File: src/rtl/scan_pkg.sv
// Shared types and sizing helpers for the mux channel scanner.
package scan_pkg;

  localparam int NUM_CH_DEF = 8;
  localparam int SEL_W_DEF  = 3;
  localparam int DWELL_DEF  = 2;

  typedef enum logic [1:0] {
    IDLE,
    SETTLE,
    OUTPUT
  } scan_state_t;

  // Dwell counter holds values 0..dwell-1, so it never needs more than clog2(dwell) bits.
  function automatic int cnt_width(input int dwell);
    return (dwell > 1) ? $clog2(dwell) : 1;
  endfunction

  localparam int CNT_W_DEF = cnt_width(DWELL_DEF);

endpackage

File: src/rtl/chan_next_find.sv
// Combinational search over a channel mask: next enabled channel above the
// current one, whether any exists, and the lowest enabled channel.
module chan_next_find
  import scan_pkg::*;
#(
  parameter int NUM_CH = NUM_CH_DEF,
  parameter int SEL_W  = SEL_W_DEF
) (
  input  logic [NUM_CH-1:0] mask,
  input  logic [SEL_W-1:0]  cur,
  output logic [SEL_W-1:0]  next_above,
  output logic              none_above,
  output logic [SEL_W-1:0]  lowest
);

  // Scanning downward lets the last hit win, giving the smallest qualifying index.
  always_comb begin
    next_above = '0;
    none_above = 1'b1;
    lowest     = '0;
    for (int i = NUM_CH - 1; i >= 0; i--) begin
      if (mask[i] && (i > int'(cur))) begin
        next_above = SEL_W'(i);
        none_above = 1'b0;
      end
      if (mask[i]) begin
        lowest = SEL_W'(i);
      end
    end
  end

endmodule

File: src/rtl/mux_channel_scanner.sv
// Drives mux select across a snapshot of enabled channels, waits a dwell
// time on each, captures the sample and streams it out with its channel tag.
module mux_channel_scanner
  import scan_pkg::*;
#(
  parameter int DATA_W = 8,
  parameter int NUM_CH = NUM_CH_DEF,
  parameter int SEL_W  = SEL_W_DEF,
  parameter int DWELL  = DWELL_DEF
) (
  input  logic              clk,
  input  logic              rst,
  input  logic              start,
  input  logic              continuous,
  input  logic [NUM_CH-1:0] en_mask,
  output logic [SEL_W-1:0]  sel,
  input  logic [DATA_W-1:0] mux_out,
  output logic              m_valid,
  input  logic              m_ready,
  output logic [DATA_W-1:0] m_data,
  output logic [SEL_W-1:0]  m_chan,
  output logic              m_last,
  output logic              busy,
  output logic              done
);

  localparam int CNT_W = cnt_width(DWELL);
  localparam logic [CNT_W-1:0] CNT_LOAD = CNT_W'(DWELL - 1);

  scan_state_t       state, state_d;
  logic [CNT_W-1:0]  cnt, cnt_d;
  logic [NUM_CH-1:0] snap, snap_d;
  logic [SEL_W-1:0]  sel_d;
  logic [DATA_W-1:0] data_d;
  logic [SEL_W-1:0]  chan_d;
  logic              last_d;
  logic              done_d;

  logic [NUM_CH-1:0] find_mask;
  logic [SEL_W-1:0]  next_above;
  logic              none_above;
  logic [SEL_W-1:0]  lowest;

  // In IDLE the snapshot is not yet taken, so search the live mask directly.
  assign find_mask = (state == IDLE) ? en_mask : snap;

  chan_next_find #(
    .NUM_CH (NUM_CH),
    .SEL_W  (SEL_W)
  ) u_find (
    .mask       (find_mask),
    .cur        (sel),
    .next_above (next_above),
    .none_above (none_above),
    .lowest     (lowest)
  );

  assign m_valid = (state == OUTPUT);
  assign busy    = (state != IDLE);

  always_ff @(posedge clk) begin
    if (rst) begin
      state  <= IDLE;
      cnt    <= '0;
      snap   <= '0;
      sel    <= '0;
      m_data <= '0;
      m_chan <= '0;
      m_last <= 1'b0;
      done   <= 1'b0;
    end else begin
      state  <= state_d;
      cnt    <= cnt_d;
      snap   <= snap_d;
      sel    <= sel_d;
      m_data <= data_d;
      m_chan <= chan_d;
      m_last <= last_d;
      done   <= done_d;
    end
  end

  always_comb begin
    state_d = state;
    cnt_d   = cnt;
    snap_d  = snap;
    sel_d   = sel;
    data_d  = m_data;
    chan_d  = m_chan;
    last_d  = m_last;
    done_d  = 1'b0;
    case (state)
      IDLE: begin
        if (start) begin
          if (en_mask != '0) begin
            snap_d  = en_mask;
            sel_d   = lowest;
            cnt_d   = CNT_LOAD;
            state_d = SETTLE;
          end else begin
            done_d = 1'b1;
          end
        end
      end
      SETTLE: begin
        if (cnt == '0) begin
          data_d  = mux_out;
          chan_d  = sel;
          last_d  = none_above;
          state_d = OUTPUT;
        end else begin
          cnt_d = cnt - CNT_W'(1);
        end
      end
      OUTPUT: begin
        if (m_ready) begin
          if (!none_above) begin
            sel_d   = next_above;
            cnt_d   = CNT_LOAD;
            state_d = SETTLE;
          end else if (continuous) begin
            sel_d   = lowest;
            cnt_d   = CNT_LOAD;
            state_d = SETTLE;
          end else begin
            done_d  = 1'b1;
            state_d = IDLE;
          end
        end
      end
      default: state_d = IDLE;
    endcase
  end

endmodule

File: config.mk
export PLATFORM = sky130hd
export DESIGN_NAME = mux_channel_scanner
export DESIGN_NICKNAME = d
export VERILOG_FILES = /design/src/rtl/scan_pkg.sv /design/src/rtl/chan_next_find.sv /design/src/rtl/mux_channel_scanner.sv
export SDC_FILE = /design/constraint.sdc
export NUM_CORES = 1
export LEC_CHECK = 0
export BUFFER_PORTS_ARGS = -buffer_cell sky130_fd_sc_hd__buf_2
export CAP_MARGIN = 20
export CORE_ASPECT_RATIO = 0.8
export CORE_UTILIZATION = 41
export CTS_BUF_LIST = sky130_fd_sc_hd__clkbuf_16
export DETAILED_ROUTE_END_ITERATION = 6
export PLACE_DENSITY = 0.75
export SYNTH_ARGS = -nofsm -noshare
export SYNTH_HDL_FRONTEND = slang
export SYNTH_SLANG_ARGS = --single-unit
File: constraint.sdc
create_clock -name clk -period 2.4 [get_ports clk]
set_input_delay 0.48 -clock clk [delete_from_list [all_inputs] [get_ports clk]]
set_output_delay 0.48 -clock clk [all_outputs]
set_load 0.02 [all_outputs]
# == Word level (Yosys, flattened, before mapping) ==
# Cells that the tools add are included.
# word_totals
ff_bits,27
input_bits,21
output_inout_bits,18
wordCells,90
# op_classes
add_sub_neg,1
magnitude_cmp,7
n_eq_ne,7
muxes,49
n_bitwise,1
n_reduce_logical,17
# ops
op,count
$mux W3,20
$mux W1,20
$gt A3 B3 Y1 const A,4
$reduce_and A5 Y1,2
$mux W2,4
$mux W8,1
$reduce_bool A8 Y1,1
$logic_and A1 B1 Y1,7
$gt A2 B3 Y1 const A,2
$pmux W2 S3,1
$pmux W3 S2,1
$ne A2 B1 Y1 const B,2
$ne A2 B2 Y1 const B,2
$reduce_and A4 Y1,1
$reduce_bool A2 Y1,2
$gt A1 B3 Y1 const A,1
$ne A3 B3 Y1 const B,1
$pmux W1 S3,1
$reduce_and A3 Y1,1
$reduce_bool A3 Y1,1
$eq A2 B1 Y1 const B,1
$eq A2 B2 Y1 const B,1
$logic_not A2 Y1,1
$pmux W1 S2,1
3 further kinds,3

# == Depth between registers and ports, before layout ==
# Gate-level depths: netlist (run 1).
# logic_depth
depth_word,14
depth_mapped,8

# == Modules after synthesis ==
# Synthesis (run 1) repeated with hierarchy kept, for this count alone.
# unflattened
cells_unflattened,166
area_unflattened_um2,1452.6
# modules_own_cells
mod,n_inst,cells_per_inst,area_each_um2,seq_area_each_um2
mux_channel_scanner,1,127,1201.2,540.5
chan_next_find,1,39,251.5,0.0

# == Worst setup path before layout (run 1) ==
# No wires, ideal clock.
# synth_path
kind,input port to flip-flop
start,input en_mask[5]
end,register sel[1]
setup_time_ns,0.091
arrival_time_ns,2.009
t_required_ns,2.309
setup_slack_ns,0.300
stages,6
n_path_buf,0
path_cell_list,or3_1 -> o211a_4 -> nor4_4 -> a21boi_2 -> or3_1 -> a311oi_1
# synth_via
elab_chain_len,11
# synth_lines
element,line_no,text
from (decl),mux_channel_scanner.sv:15,"input logic [NUM_CH-1:0] en_mask,"
$mux W8,mux_channel_scanner.sv:45,assign find_mask = (state == IDLE) ? en_mask : snap;
$mux W3 (6 in a row),chan_next_find.sv:26,if (mask[i]) begin
$mux W3,mux_channel_scanner.sv:121,end else if (continuous) begin
$mux W3,mux_channel_scanner.sv:117,if (!none_above) begin
$mux W3,mux_channel_scanner.sv:116,if (m_ready) begin
$pmux W3 S2,mux_channel_scanner.sv:92,case (state)
to (signal assigned),mux_channel_scanner.sv:75,sel <= sel_d;
to (decl),mux_channel_scanner.sv:16,"output logic [SEL_W-1:0] sel,"
# Several ways; a longest one is shown, not always the timed one. The select of a mux whose other input is x is not followed.
# A chain may end at the register's enable or synchronous reset.

# == Worst setup path in the final report (run 1) ==
# layout_path
start,register state[0]
end,register sel[1]
# layout_via
elab_chain_len,14
# layout_lines
element,line_no,text
from (decl),mux_channel_scanner.sv:30,"scan_state_t state, state_d;"
from (signal assigned),mux_channel_scanner.sv:72,state <= state_d;
$logic_not A2 Y1,"mux_channel_scanner.sv:45, mux_channel_scanner.sv:92",
$mux W8,mux_channel_scanner.sv:45,
$mux W3 (8 in a row),chan_next_find.sv:26,
$mux W3,mux_channel_scanner.sv:121,
$mux W3,mux_channel_scanner.sv:117,
$mux W3,mux_channel_scanner.sv:116,
$pmux W3 S2,mux_channel_scanner.sv:92,
# Several ways; a longest one is shown, not always the timed one. The select of a mux whose other input is x is not followed.

==> metrics, run 1 <==
result of the run finished with violations; failing checks DRC; part of the Yosys area used for sequential elements 0.350; RSZ-0062 raised after global routing false; clock tree skew after final layout between 2 and 3 ps; pre-CTS WS 91.8 ps; total of fill cells in the finished design between 300 and 400; first-pass GRT wire length ~6.6 mm; count of H-tree levels built during CTS 1; leakage around 0.8 nW; final-layout worst hold slack between 400 and 500 ps; setup slack on the worst flop-to-flop path between 150 and 200 ps; number of max-cap violations 0; Clock Tree Root clkbuf_16; DR iter-0 viols roughly 130; antenna cell count 0; maximum number of buffers from clock root to sink 2; area share of the largest cell type after synthesis 0.350; total I/O pin count 39; most utilized layer in the global route result met2; core area 0.00352 mm²; number of failing hold endpoints at the final stage 0; crit path max fanout 18; global-route track usage on met3 0.0521; latest clock arrival within the worst-skew pair approximately 260 ps; Syn Inst Count approximately 200; Placer Congestion approximately 0.90; highest clock frequency the design can meet about 0.45 GHz; number of sinks driven by the clock tree 27; library cell with the largest summed area after synthesis dfxtp_1; Post-Synthesis Cell Area 0.00154 mm²; Routed Antenna Nets 0; CTS buffer count 3; CTS tree yes; Worst-path clk slew around 70 ps; post-layout net count roughly 260; Layout Area Growth over Synthesis 20.4%; warnings from Yosys 0; Synth Area per Inst between 7 and 8 µm²; starting density of the core 0.438; flops & latches, synth 27; number of nets in the synthesized netlist ~220; chip width just over 70 µm; post-cts hold buffer count 0; fraction of met2 tracks used by global routing 0.319; WL final 3.86 mm; largest cells by area after synthesis dfxtp_1 35%, a21oi_1 8.1%, nand2_1 7.5%; via count approximately 1600; Critical Path RT 2560 ps; largest stage delay on the critical path roughly 410 ps; relative slew slack 0.476; Die Footprint approximately 0.004 mm²; max-slew violation count 0; post-route setup slack just under 200 ps; post-DR vias/cell between 5 and 6; via count of the first global-routing pass between 1000 and 1500; # rows 19; slowest stage cell on the critical path dfxtp_2; DRC errors left 6; TritonRoute pass-1 iters 7; pin slew with the least headroom to its limit 784 ps; antenna violations before repair 0; total power divided by cell area slightly below 700 mW/mm²; Wirelength per Cell between 10 and 15 µm; kind of critical path reg2reg; class of the worst hold path in2reg; maximum number of pins on one net before global-route repair 29; fraction of the cycle the final worst path needs 0.920; worst path arrival time 2370 ps; total congestion overflow after global routing 0; clock period minus final worst setup slack roughly 2200 ps; summed negative setup slack over all endpoints 0 ps; GR Util met1 0.289; ordered cell list for the critical path o21ai_0 > a21oi_1 > o31ai_2 > a21boi_2 > or3_1 > a311oi_1; maximum vdd ir drop about 0.42 mV; count of final setup violators 0; GRT Util Overall 0.205; share of cells above drive strength 1 0.255; Critical Path Sink Type flop; count of different cell masters after synthesis 42; Startpoint Class flop; count of input and output buffers 38; dpl hpwl roughly 2.9 mm; die extent in y roughly 57 µm
==> registers in the layout, indices dropped and copies added (netlist names) <==
name	cells
m_data	8
snap	8
m_chan	3
sel	3
state	2
cnt	1
done	1
m_last	1
==> through the flow <==
stage                     utilization  area (µm²)  cells  total power, W
after floorplan                     -        1540    201        0.000785
after global placement          0.504        1770    277        0.000882
after detailed placement        0.504        1770    277        0.000887
after CTS                       0.527        1850    281         0.00127
after global routing            0.528        1860    281         0.00134
final                           0.528        1860    281         0.00126
==> where the power goes <==
| part | internal, W | total (W) | switching [W] |
|---|---|---|---|
| clock | 0.000226 | 0.000380 | 0.000154 |
| combinational | 0.000150 | 0.000359 | 0.000209 |
| sequential | 0.000480 | 0.000526 | 0.0000455 |
==> Yosys cell counts <==
cell       instances
nand2_1           31
dfxtp_1           27
a21oi_1           25
nor2_1            21
o21ai_0           11
inv_1              7
mux2i_1            7
nor3_1             7
clkbuf_1           5
a31oi_1            4
nand3_1            4
o22ai_1            4
or3_1              4
or3b_1             4
a211oi_1           3
and2_1             3
nand2b_1           3
a22oi_1            2
buf_2              2
buf_4              2
buf_6              2
nor2b_1            2
o31ai_1            2
a21boi_0           1
a21boi_2           1
a21o_1             1
a221oi_1           1
a22o_1             1
a2bb2oi_1          1
a311oi_1           1
a31oi_2            1
a41o_1             1
nor2_2             1
nor4_2             1
nor4_4             1
o211a_4            1
o21bai_1           1
o221a_2            1
o31a_2             1
o31ai_2            1
or2_2              1
or4_1              1
==> critical path: cells and delay by family (launching register included) <==
kind	cells	cell delay (ps)
flip-flops	1	410
AND/OR/NAND/NOR	1	370
AO/OA/AOI/OAI	5	1320
==> layout by cell type, fill, tap and decap left out, types with 2 or more instances in the layout <==
cell type  count
buf_2         38
nand2_1       31
a21oi_1       25
dfxtp_1       25
nor2_1        21
o21ai_0       11
inv_1          7
nor3_1         7
mux2i_1        7
buf_4          7
nand3_1        4
or3b_1         4
o22ai_1        4
or3_1          4
a31oi_1        4
nand2b_1       3
a211oi_1       3
and2_1         3
clkbuf_16      3
a22oi_1        2
nor2b_1        2
o31ai_1        2
dfxtp_2        2
==> final cells by class <==
cell class | instances | area, µm² | share of cell area
clock buffers | 3 | 75.1 | 0.0404
inverters | 7 | 26.3 | 0.0142
clock inverters | 1 | 7.51 | 0.00404
repair buffers | 45 | 243 | 0.131
well taps | 42 | 52.6 | 0.0283
flip-flops and latches | 27 | 543 | 0.292
multi-input cells | 156 | 910 | 0.490
==> layer usage <==
metal,routed length [µm],share of wire
met5,0,0
met4,31,0.0080
met3,257,0.067
met2,1690,0.44
met1,1880,0.49
==> repair_timing <==
item,CTS,global route
endpoints found under the setup margin,0,3
gates resized for setup,0,2
buffers inserted,0,0
==> logic make-up (layout without fill, tap and decap cells) <==
family,after synthesis,after routing,synth area share
buffers and inverters,18,56,0.0600
AND/OR/NAND/NOR,84,84,0.268
AO/OA/AOI/OAI,65,65,0.276
flip-flops,27,27,0.350
multiplexers,7,7,0.0454
==> worst paths after layout <==
kind	startpoint	cells past startpoint	end
min	mux_out[6]	3	m_data[6]$_SDFFE_PP0P_
min reg2reg	m_data[5]$_SDFFE_PP0P_	2	m_data[5]$_SDFFE_PP0P_
max reg2reg	state[0]$_SDFFE_PP0P_	6	sel[1]$_SDFFE_PP0P_
max	state[0]$_SDFFE_PP0P_	6	sel[1]$_SDFFE_PP0P_
Note: power is estimated with default switching activity, not from simulation.
==> run 2: changes to the inputs <==
--- a/config.mk
+++ b/config.mk
@@ -5,13 +5,13 @@
 export SDC_FILE = /design/constraint.sdc
 export NUM_CORES = 1
 export LEC_CHECK = 0
-export BUFFER_PORTS_ARGS = -buffer_cell sky130_fd_sc_hd__buf_2
 export CAP_MARGIN = 20
 export CORE_ASPECT_RATIO = 0.8
 export CORE_UTILIZATION = 41
 export CTS_BUF_LIST = sky130_fd_sc_hd__clkbuf_16
 export DETAILED_ROUTE_END_ITERATION = 6
-export PLACE_DENSITY = 0.75
+export DONT_BUFFER_PORTS = 1
+export PLACE_DENSITY = 0.66
 export SYNTH_ARGS = -nofsm -noshare
 export SYNTH_HDL_FRONTEND = slang
 export SYNTH_SLANG_ARGS = --single-unit
==> metrics, run 2 (synthesized netlist as in run 1, its figures left out) <==
Placer Congestion 0.915; total congestion overflow after global routing 0; launching point of the worst reg2reg path state[0]$_SDFFE_PP0P_; count of H-tree levels built during CTS 1; TritonRoute pass-1 iters 6; via count of the first global-routing pass 1232; latest clock arrival within the worst-skew pair ~260 ps; number of buffers inserted by post-CTS setup repair 0; kind of critical path reg2reg; count of final setup violators 0; via count about 1400; GRT Util Overall 0.185; crit path max fanout 16; post-cts resize count 0; class of the worst hold path in2reg; share of cells above drive strength 1 0.123; clock period minus final worst setup slack approximately 2200 ps; CTS buffer count 3; setup slack on the worst flop-to-flop path between 200 and 250 ps; Critical Path Sink Type flop; maximum number of pins on one net before global-route repair 29; Worst-path clk slew approximately 70 ps; clock tree skew after final layout 2.24 ps; Hold Startpoint rst; maximum vdd ir drop between 0.3 and 0.4 mV; relative slew slack 0.735; number of max-cap violations 0; first-pass GRT wire length 5.90 mm; RSZ-0062 raised after global routing false; count of input and output buffers 0; number of sinks driven by the clock tree 27; summed negative setup slack over all endpoints 0 ps; maximum number of buffers from clock root to sink 2; CTS tree yes; share of total power in combinational logic 0.251; failing checks DRC; dpl hpwl 2.76 mm; leakage 0.629 nW; net switching component of the power between 0.0003 and 0.0004 W; part of the power in the clock network 0.315; Critical Path RT between 2000 and 3000 ps; post-layout util 0.478; number of cell instances on the worst register-to-register path 6; endpoint of the lowest-slack register-to-register path sel[1]$_SDFFE_PP0P_; hold path depth 1; post-DR vias/cell around 5.7; WL final between 3 and 4 mm; Die Footprint ~0.004 mm²; result of the run finished with violations; Routed Antenna Nets 0; Startpoint Class flop; total I/O pin count 39; post-layout net count between 200 and 250; total of fill cells in the finished design 349; Sw Ratio 0.316; largest registers m_data x8, snap x8; die extent in y 56.9 µm; endpoint of the worst hold path state[1]$_SDFFE_PP0P_; highest clock frequency the design can meet ~0.46 GHz; pin slew with the least headroom to its limit 396 ps; antenna cell count 0; fraction of the cycle the final worst path needs 0.909; Sequential Power Share 0.434; internal power summed over all cells about 0.00084 W; core area between 0.003 and 0.004 mm²; Clock Tree Root clkbuf_16; Layout Area Growth over Synthesis 9.00%; Wirelength per Cell approximately 15 µm; DRC errors left 4; DR iter-0 viols 64; total power divided by cell area 729 mW/mm²; most common library cell in the layout ignoring fill and taps nand2_1; most used cells in the layout excluding fill and tap cells 31 x nand2_1, 25 x a21oi_1, 25 x dfxtp_1; antenna violations before repair 0; worst path arrival time approximately 2400 ps; chip width around 71 µm; starting density of the core 0.438; number of failing hold endpoints at the final stage 0; max-slew violation count 0; CP Launch Point state[0]$_SDFFE_PP0P_; # rows 19; post-cts hold buffer count 0
## run 2: worst max path at each step
| stage | endpoint | slack (ps) | depth (start not counted) |
|---|---|---|---|
| floorplan | sel[1]$_SDFFE_PP0P_ | 300 | 6 |
| global placement | sel[1]$_SDFFE_PP0P_ | 220 | 6 |
| detailed placement | sel[1]$_SDFFE_PP0P_ | 140 | 6 |
| CTS | sel[1]$_SDFFE_PP0P_ | 120 | 6 |
| global route | sel[1]$_SDFFE_PP0P_ | 100 | 6 |
| finish | sel[1]$_SDFFE_PP0P_ | 220 | 6 |
## run 2: final cells by class
cell class / instances / area, µm² / share of cell area
multi-input combinational: 156 / 910 / 0.541
sequential: 27 / 543 / 0.323
clock buffer: 3 / 75.1 / 0.0446
timing repair buffer: 9 / 67.6 / 0.0402
tap: 42 / 52.6 / 0.0313
inverter: 7 / 26.3 / 0.0156
clock inverter: 1 / 7.51 / 0.00446
## run 2: power by group through the flow
stage | logic [W] | clock network [W] | registers, W
detailed placement | 0.000303 | 0 | 0.000541
CTS | 0.000306 | 0.000394 | 0.000531
global placement | 0.000303 | 0 | 0.000541
global route | 0.000336 | 0.000415 | 0.000538
floorplan | 0.000254 | 0 | 0.000531
finish | 0.000308 | 0.000386 | 0.000532
## run 2: layer usage
metal | global-route usage | share of wire
met1 | 0.279 | 0.48
met2 | 0.258 | 0.41
met3 | 0.0377 | 0.094
met4 | 0.0629 | 0.0074
met5 | 0 | 0
## run 2: per-stage QoR
step	hold WS [ps]	setup WS (ps)	power (W)	instances	instance area, µm²
after floorplan	457	300	0.000785	201	1540
after global placement	492	216	0.000844	241	1600
after detailed placement	483	143	0.000845	241	1600
after CTS	276	124	0.00123	245	1680
after global routing	268	103	0.00129	245	1680
final	282	218	0.00123	245	1680
## run 2: critical path: stages, from the launching register on
cell      delay, ps
dfxtp_2         400
or3_1           400
o211a_4         160
nor4_4          360
a21boi_2        130
or3_1           380
a311oi_1        260
==> run 3: changes to the inputs <==
--- a/config.mk
+++ b/config.mk
@@ -11,6 +11,7 @@
 export CTS_BUF_LIST = sky130_fd_sc_hd__clkbuf_16
 export DETAILED_ROUTE_END_ITERATION = 6
 export DONT_BUFFER_PORTS = 1
+export MAX_ROUTING_LAYER = met4
 export PLACE_DENSITY = 0.66
 export SYNTH_ARGS = -nofsm -noshare
 export SYNTH_HDL_FRONTEND = slang
==> metrics, run 3 (synthesized netlist as in run 1, its figures left out) <==
kind of critical path reg2reg; class of the worst hold path in2reg; Wirelength per Cell 14.9 µm; share of cells above drive strength 1 0.123; highest clock frequency the design can meet 0.458 GHz; result of the run finished with violations; total power divided by cell area between 700 and 800 mW/mm²; CP Launch Point state[0]$_SDFFE_PP0P_; endpoint of the lowest-slack register-to-register path sel[1]$_SDFFE_PP0P_; RSZ-0062 raised after global routing false; Critical Path Sink Type flop; launching point of the worst reg2reg path state[0]$_SDFFE_PP0P_; # rows 19; total congestion overflow after global routing 0; area of combinational cells with multiple inputs a little over 900 µm²; CTS buffer count 3; Routed Antenna Nets 0; number of sinks driven by the clock tree 27; Startpoint Class flop; Die Footprint around 0.0040 mm²; largest registers m_data x8, snap x8; endpoint of the most critical setup path sel[1]$_SDFFE_PP0P_; core area between 0.003 and 0.004 mm²; post-DR vias/cell approximately 5.8; antenna cell count 0; maximum number of pins on one net before global-route repair 29; number of failing hold endpoints at the final stage 0; relative slew slack 0.735; worst path arrival time roughly 2400 ps; via count of the first global-routing pass roughly 1200; count of placed standard cells in the final layout, fillers left out about 250; number of buffers inserted by post-CTS setup repair 0; number of max-cap violations 0; count of H-tree levels built during CTS 1; fraction of the cycle the final worst path needs 0.910; crit path max fanout 16; max-slew violation count 0; setup slack on the worst flop-to-flop path 220 ps; die extent in y between 50 and 60 µm; DRC errors left 4; dpl cells about 240; final-layout worst hold slack 281 ps; most used cells in the layout excluding fill and tap cells 31 x nand2_1, 25 x a21oi_1, 25 x dfxtp_1; pin slew with the least headroom to its limit ~400 ps; post-cts resize count 0; count of final setup violators 0; latest clock arrival within the worst-skew pair approximately 260 ps; Worst-path clk slew 70 ps; DR iter-0 viols between 60 and 70; post-cts hold buffer count 0; pre-CTS WS roughly 140 ps; number of cell instances on the worst register-to-register path 6; first-pass GRT wire length ~5.9 mm; post-route setup slack about 220 ps; via count ~1400; TritonRoute pass-1 iters 6; WL final between 3 and 4 mm; post-layout net count about 230; count of input and output buffers 0; summed negative setup slack over all endpoints 0 ps; starting density of the core 0.438; Placer Congestion around 0.93; failing checks DRC; total of fill cells in the finished design around 350; CTS tree yes; Layout Area Growth over Synthesis 9.00%; clock tree skew after final layout 2.25 ps; antenna violations before repair 0; dpl hpwl roughly 2.8 mm; Seq. cell area 543 µm²; maximum number of buffers from clock root to sink 2; total I/O pin count 39; Critical Path RT 2570 ps; most common library cell in the layout ignoring fill and taps nand2_1; maximum vdd ir drop between 0.3 and 0.4 mV; chip width approximately 71 µm; leakage ~0.63 nW; Clock Tree Root clkbuf_16; clock period minus final worst setup slack 2180 ps; GRT Util Overall 0.190
## run 3: metrics by stage
stage               total power (W)  area [µm²]   util
floorplan                  0.000785        1540      -
finish                      0.00122        1680  0.478
CTS                         0.00123        1680  0.477
detailed placement         0.000845        1600  0.454
global route                0.00129        1680  0.478
global placement           0.000844        1600  0.454
## run 3: worst max-delay path, cell delays in order, from the launching register on
cell and delay, ps:
dfxtp_2 400, or3_1 400, o211a_4 160, nor4_4 360
a21boi_2 130, or3_1 380, a311oi_1 260
## run 3: layout make-up
cell class | instances | area share
Timing Repair Buffer | 9 | 0.0402
Inverter | 7 | 0.0156
Sequential cell | 27 | 0.323
Tap cell | 42 | 0.0313
Multi-Input combinational cell | 156 | 0.541
Clock inverter | 1 | 0.00446
Clock buffer | 3 | 0.0446
## run 3: report_power, final
group	switching (W)	internal [W]	total [W]
Clock	0.000157	0.000226	0.000384
Sequential	0.0000520	0.000480	0.000532
Combinational	0.000176	0.000131	0.000307
## run 3: how the worst min path moves through the flow
| stage | end | from | cells after the start |
|---|---|---|---|
| 2_1_floorplan | snap[2]$_SDFFE_PP0P_ | snap[2]$_SDFFE_PP0P_ | 2 |
| 3_3_place_gp | snap[2]$_SDFFE_PP0P_ | snap[2]$_SDFFE_PP0P_ | 2 |
| 3_5_place_dp | snap[2]$_SDFFE_PP0P_ | snap[2]$_SDFFE_PP0P_ | 2 |
| 4_1_cts | m_data[0]$_SDFFE_PP0P_ | rst | 1 |
| 5_1_grt | m_data[3]$_SDFFE_PP0P_ | rst | 1 |
| 6_report | state[1]$_SDFFE_PP0P_ | rst | 1 |
## run 3: routing by layer
layer | GRT usage | vias to the layer above | wire, µm
met5 | - | - | 0
met4 | 0.0629 | 0 | 27
met3 | 0.0377 | 4 | 325
met2 | 0.258 | 53 | 1520
met1 | 0.278 | 633 | 1780
li1 | - | 720 | -
